**src/rtl/pp_accum.sv**
```systemverilog
// Partial-product accumulator: sums a 3x4 grid of 26x20-bit partial products
// into the 156-bit product of two 78-bit operands, one grid row per cycle.
module pp_accum #(
  parameter int RADIX = 78,
  parameter int PW    = 46
) (
  input  logic               clk,
  input  logic               rst_n,
  input  logic               in_valid,
  output logic               in_ready,
  input  logic [PW-1:0]      res_0,
  input  logic [PW-1:0]      res_1,
  input  logic [PW-1:0]      res_2,
  input  logic [PW-1:0]      res_3,
  input  logic [PW-1:0]      res_4,
  input  logic [PW-1:0]      res_5,
  input  logic [PW-1:0]      res_6,
  input  logic [PW-1:0]      res_7,
  input  logic [PW-1:0]      res_8,
  input  logic [PW-1:0]      res_9,
  input  logic [PW-1:0]      res_10,
  input  logic [PW-1:0]      res_11,
  output logic               out_valid,
  input  logic               out_ready,
  output logic [2*RADIX-1:0] product
);

  localparam int PROD_W = 2 * RADIX;
  // Four terms offset by 0/20/40/60 bits need PW+60 bits plus two carry bits.
  localparam int ROW_W  = PW + 62;
  localparam int NPP    = 12;

  localparam logic [2:0] IDLE = 3'd0;
  localparam logic [2:0] ROW0 = 3'd1;
  localparam logic [2:0] ROW1 = 3'd2;
  localparam logic [2:0] ROW2 = 3'd3;
  localparam logic [2:0] OUT  = 3'd4;

  logic [PW-1:0]     res_s [NPP];
  logic [PW-1:0]     cap_r [NPP];
  logic [2:0]        state_r;
  logic [2:0]        state_nx_s;
  logic [PROD_W-1:0] acc_r;
  logic [PROD_W-1:0] addend_s;
  logic [ROW_W-1:0]  row_s;
  logic [5:0]        row_shift_s;
  logic              out_valid_r;
  logic              in_xfer_s;
  logic              out_xfer_s;
  logic              in_row_s;

  function automatic logic [ROW_W-1:0] row_sum(
    input logic [PW-1:0] p0,
    input logic [PW-1:0] p1,
    input logic [PW-1:0] p2,
    input logic [PW-1:0] p3
  );
    row_sum = ROW_W'(p0)
            + (ROW_W'(p1) << 6'd20)
            + (ROW_W'(p2) << 6'd40)
            + (ROW_W'(p3) << 6'd60);
  endfunction

  assign res_s[0]  = res_0;
  assign res_s[1]  = res_1;
  assign res_s[2]  = res_2;
  assign res_s[3]  = res_3;
  assign res_s[4]  = res_4;
  assign res_s[5]  = res_5;
  assign res_s[6]  = res_6;
  assign res_s[7]  = res_7;
  assign res_s[8]  = res_8;
  assign res_s[9]  = res_9;
  assign res_s[10] = res_10;
  assign res_s[11] = res_11;

  assign in_ready   = (state_r == IDLE);
  assign in_xfer_s  = in_valid & in_ready;
  assign out_xfer_s = out_valid_r & out_ready;
  assign in_row_s   = (state_r == ROW0) | (state_r == ROW1) | (state_r == ROW2);
  assign out_valid  = out_valid_r;
  assign product    = acc_r;

  // Next-state decode for the row sequencer
  always_comb begin
    state_nx_s = state_r;
    case (state_r)
      IDLE: begin
        if (in_xfer_s) state_nx_s = ROW0;
        else           state_nx_s = IDLE;
      end
      ROW0: state_nx_s = ROW1;
      ROW1: state_nx_s = ROW2;
      ROW2: state_nx_s = OUT;
      OUT: begin
        if (out_xfer_s) state_nx_s = IDLE;
        else            state_nx_s = OUT;
      end
      default: state_nx_s = IDLE;
    endcase
  end

  // Select the captured row for this cycle and its 26k-bit weight
  always_comb begin
    row_s       = '0;
    row_shift_s = 6'd0;
    case (state_r)
      ROW0: begin
        row_s       = row_sum(cap_r[0], cap_r[1], cap_r[2], cap_r[3]);
        row_shift_s = 6'd0;
      end
      ROW1: begin
        row_s       = row_sum(cap_r[4], cap_r[5], cap_r[6], cap_r[7]);
        row_shift_s = 6'd26;
      end
      ROW2: begin
        row_s       = row_sum(cap_r[8], cap_r[9], cap_r[10], cap_r[11]);
        row_shift_s = 6'd52;
      end
      default: begin
        row_s       = '0;
        row_shift_s = 6'd0;
      end
    endcase
    addend_s = PROD_W'(row_s) << row_shift_s;
  end

  // Sequencer state and registered result-valid flag
  always_ff @(posedge clk or negedge rst_n) begin
    if (!rst_n) begin
      state_r     <= IDLE;
      out_valid_r <= 1'b0;
    end else begin
      state_r     <= state_nx_s;
      out_valid_r <= (state_nx_s == OUT);
    end
  end

  // Partial-product capture; only loaded on an accepted set
  always_ff @(posedge clk or negedge rst_n) begin
    if (!rst_n) begin
      for (int i = 0; i < NPP; i++) cap_r[i] <= '0;
    end else if (in_xfer_s) begin
      for (int i = 0; i < NPP; i++) cap_r[i] <= res_s[i];
    end else begin
      for (int i = 0; i < NPP; i++) cap_r[i] <= cap_r[i];
    end
  end

  // Accumulator: cleared on capture, one row added per ROW state
  always_ff @(posedge clk or negedge rst_n) begin
    if (!rst_n) begin
      acc_r <= '0;
    end else if (in_xfer_s) begin
      acc_r <= '0;
    end else if (in_row_s) begin
      acc_r <= acc_r + addend_s;
    end else begin
      acc_r <= acc_r;
    end
  end

endmodule
```
**config.mk**
```make
export PLATFORM = sky130hd
export DESIGN_NAME = pp_accum
export DESIGN_NICKNAME = d
export VERILOG_FILES = /design/src/rtl/pp_accum.sv
export SDC_FILE = /design/constraint.sdc
export NUM_CORES = 2
export LEC_CHECK = 0
export BUFFER_PORTS_ARGS = -buffer_cell sky130_fd_sc_hd__clkbuf_2
export CAP_MARGIN = 20
export CORE_ASPECT_RATIO = 0.6
export CORE_UTILIZATION = 45
export CTS_CLUSTER_SIZE = 20
export DETAILED_ROUTE_END_ITERATION = 6
export PLACE_DENSITY = 0.78
export SLEW_MARGIN = 10
export SYNTH_ARGS = -nofsm -noshare
export SYNTH_HDL_FRONTEND = slang
export SYNTH_SLANG_ARGS = --single-unit
```
**constraint.sdc**
```tcl
create_clock -name clk -period 5.75 [get_ports clk]
set_input_delay 0 -clock clk [delete_from_list [all_inputs] [get_ports clk]]
set_output_delay 0 -clock clk [all_outputs]
set_load 0.01 [all_outputs]
```
==> metrics.txt <==
status finished with violations; violated checks setup timing; final core utilization 68.8%; Slew @ Worst Pin 1.15 ns; Worst Path Max Fanout 5; total grt overflow 0; DR pass1 iterations 7; clk_skew 0.0474 ns; CP endpoint kind flip-flop; register bit total from synthesis 710; # DRC 0; Vias/cell 5.87; syn_nets 6904; gpl congestion 1.01; number of nets in the layout 9431; Post-synth EDFFs 0; Worst Path Arrival 7.31 ns; Wirelength per Cell 23.7 um; gr usage total 37.4%; Initial Utilization 45.7%; max_cap viols 0; Layout Area Growth over Synthesis 50.7%; Hold WS 0.0571 ns; cell mode on critical path buf_4; top cells by count, synth dfrtp_1 (710), nand2_1 (562), ha_1 (529); Slew headroom 22.8%; register area share after synthesis 33.2%; count of final hold-check violations 0; Reg clk slew, reported paths 0.07 ns; unrepaired setup endpoints after global routing yes; IO Port Bufs 711; detailed placement HPWL 166000 um; share of cells above drive strength 1 39.9%; area leader, netlist dfrtp_1; Yosys top cell area share 33.2%; Final Cycle Share 117%; Top Ports 714; YS warnings 0; CORE AREA 117000 um^2; clk_lat worst skew 0.72 ns; via count 58.5k; final wirelength 236000 um; Max Clk Rate 0.148 GHz; Crit Path Class reg2reg; initial antenna violation count 29; final antenna-violating net count 0; post-synthesis compound-gate area fraction 20.5%; TritonCTS clock tree done; die width 447 um; Hold Path Class in2reg; number of H-tree levels 3; clock root buffer master clkbuf_16; most frequent cell after synthesis dfrtp_1; register area 17800 um^2; synthesized cell area 53600 um^2; number of global-route vias before repair 59.0k; fillers 8552; xor/xnor cell area share of the yosys netlist 5.92%; largest net degree at the start of global routing 176; post-synthesis simple-gate area fraction 12.5%; Die H 269 um; final worst path period need 6.75 ns; delay-heaviest family, CP compound AO/OA/AOI/OAI gates; die area 120000 um^2; synth unique cells 101; first-pass GRT wire length 349000 um; initial DRC count 5819; setup violators final 85; area of the multi-input gates 37300 um^2; Avg Inst Size Synth 9.27 um^2; largest family of logic cells by synthesized area compound AO/OA/AOI/OAI gates; Critical Path Start Type flip-flop; final instance area 80700 um^2; Post-Synthesis Cells 5779; ys flop type dfrtp_1; CTS Buffer Depth 3; Final Slew Violations 0; clk sink count 710; max incr delay on CP 0.50 ns; mux contribution to synthesized area 11.0%; dpl cell area 68700 um^2; setup ws final -1.00 ns; ys async rst share 100%; Adder-Cell Fraction of Synth Area 13.8%; WP data required 6.30 ns; Num CTS Buffers 76; CP Buf/Inv Count 8; top cells by area, synth dfrtp_1 (33%), ha_1 (12%), mux2_2 (11%); critical path's slowest cell dfrtp_1; Core Rows 97
-- worst register-to-register path: cells and delay by family (launching register included) --
family / cells / cell delay, ns
simple gates: 6 / 1.22
flops: 1 / 0.50
compound gates: 15 / 2.37
buf+inv: 8 / 1.11
fa+ha+maj: 3 / 1.18
xor+xnor: 2 / 0.26
-- registers in the layout, indices dropped and copies added (netlist names) --
register and cells:
product 156, out_valid 1, state_r 3, cap_r 550
-- repair_timing --
item | in CTS | in global routing
pin swaps | 88 | 189
hold buffers | 561 | 0
endpoints found under the setup margin | 93 | 108
gates resized for setup | 217 | 429
hold endpoints to repair | 657 | 0
setup buffers | 38 | 61
-- cell type report --
type / instances / share of cell area (%)
diodes: 17 / 0.0527
clock buffers: 93 / 2.51
clock inverters: 46 / 0.778
inverters: 147 / 0.683
multi-input cells: 4634 / 46.2
flip-flops and latches: 710 / 22.0
well taps: 1584 / 2.46
repair buffers: 2737 / 25.4
-- routing by layer --
layer,vias to the layer above,global-route usage (%),routed length (um)
met5,-,0,161
met1,28200,49.8,95600
li1,26200,-,-
met2,3234,55.6,101000
met4,26,19.5,15300
met3,867,9.52,23900
-- final timing paths --
kind / from / to / slack, ns / cells past startpoint
worst max register to register: cap_r[462] / product[143] / -1.00 / 34
min in group asynchronous: rst_n / cap_r[469] / 0.53 / 3
max in group asynchronous: rst_n / cap_r[14] / 3.50 / 5
worst max-delay path: cap_r[462] / product[143] / -1.00 / 34
worst min register to register: cap_r[511] / cap_r[511] / 0.51 / 1
worst min-delay path: res_1[40] / cap_r[500] / 0.06 / 4
-- kinds of logic after synthesis --
logic type | after synthesis
xor+xnor | 362
mux | 525
fa+ha+maj | 569
simple gates | 1427
flops | 710
compound gates | 1751
buf+inv | 435
-- metrics by stage --
stage	cells	setup WS [ns]	TNS [ns]
final	9968	-1.00	-53.16
after global routing	9965	-1.21	-75.26
after CTS	9897	-0.869	-44.38
after detailed placement	9160	-1.71	-95.17
after global placement	9160	-1.66	-86.70
after floorplan	5779	-0.0285	-0.0740
-- placed cells by master, fill, tap and decap left out, types with 148 or more instances in the layout --
master / instances
buf_4: 1423
clkbuf_2: 710
dfrtp_1: 708
dlygate4sd3_1: 561
nand2_1: 548
mux2_2: 522
ha_1: 484
a21oi_1: 414
o21ai_0: 327
nor2_1: 269
a21o_1: 228
xnor2_1: 199
nand4_1: 148
Power is not shown: default switching activity piles up to over one toggle a cycle in this logic, so the estimate is an artifact.
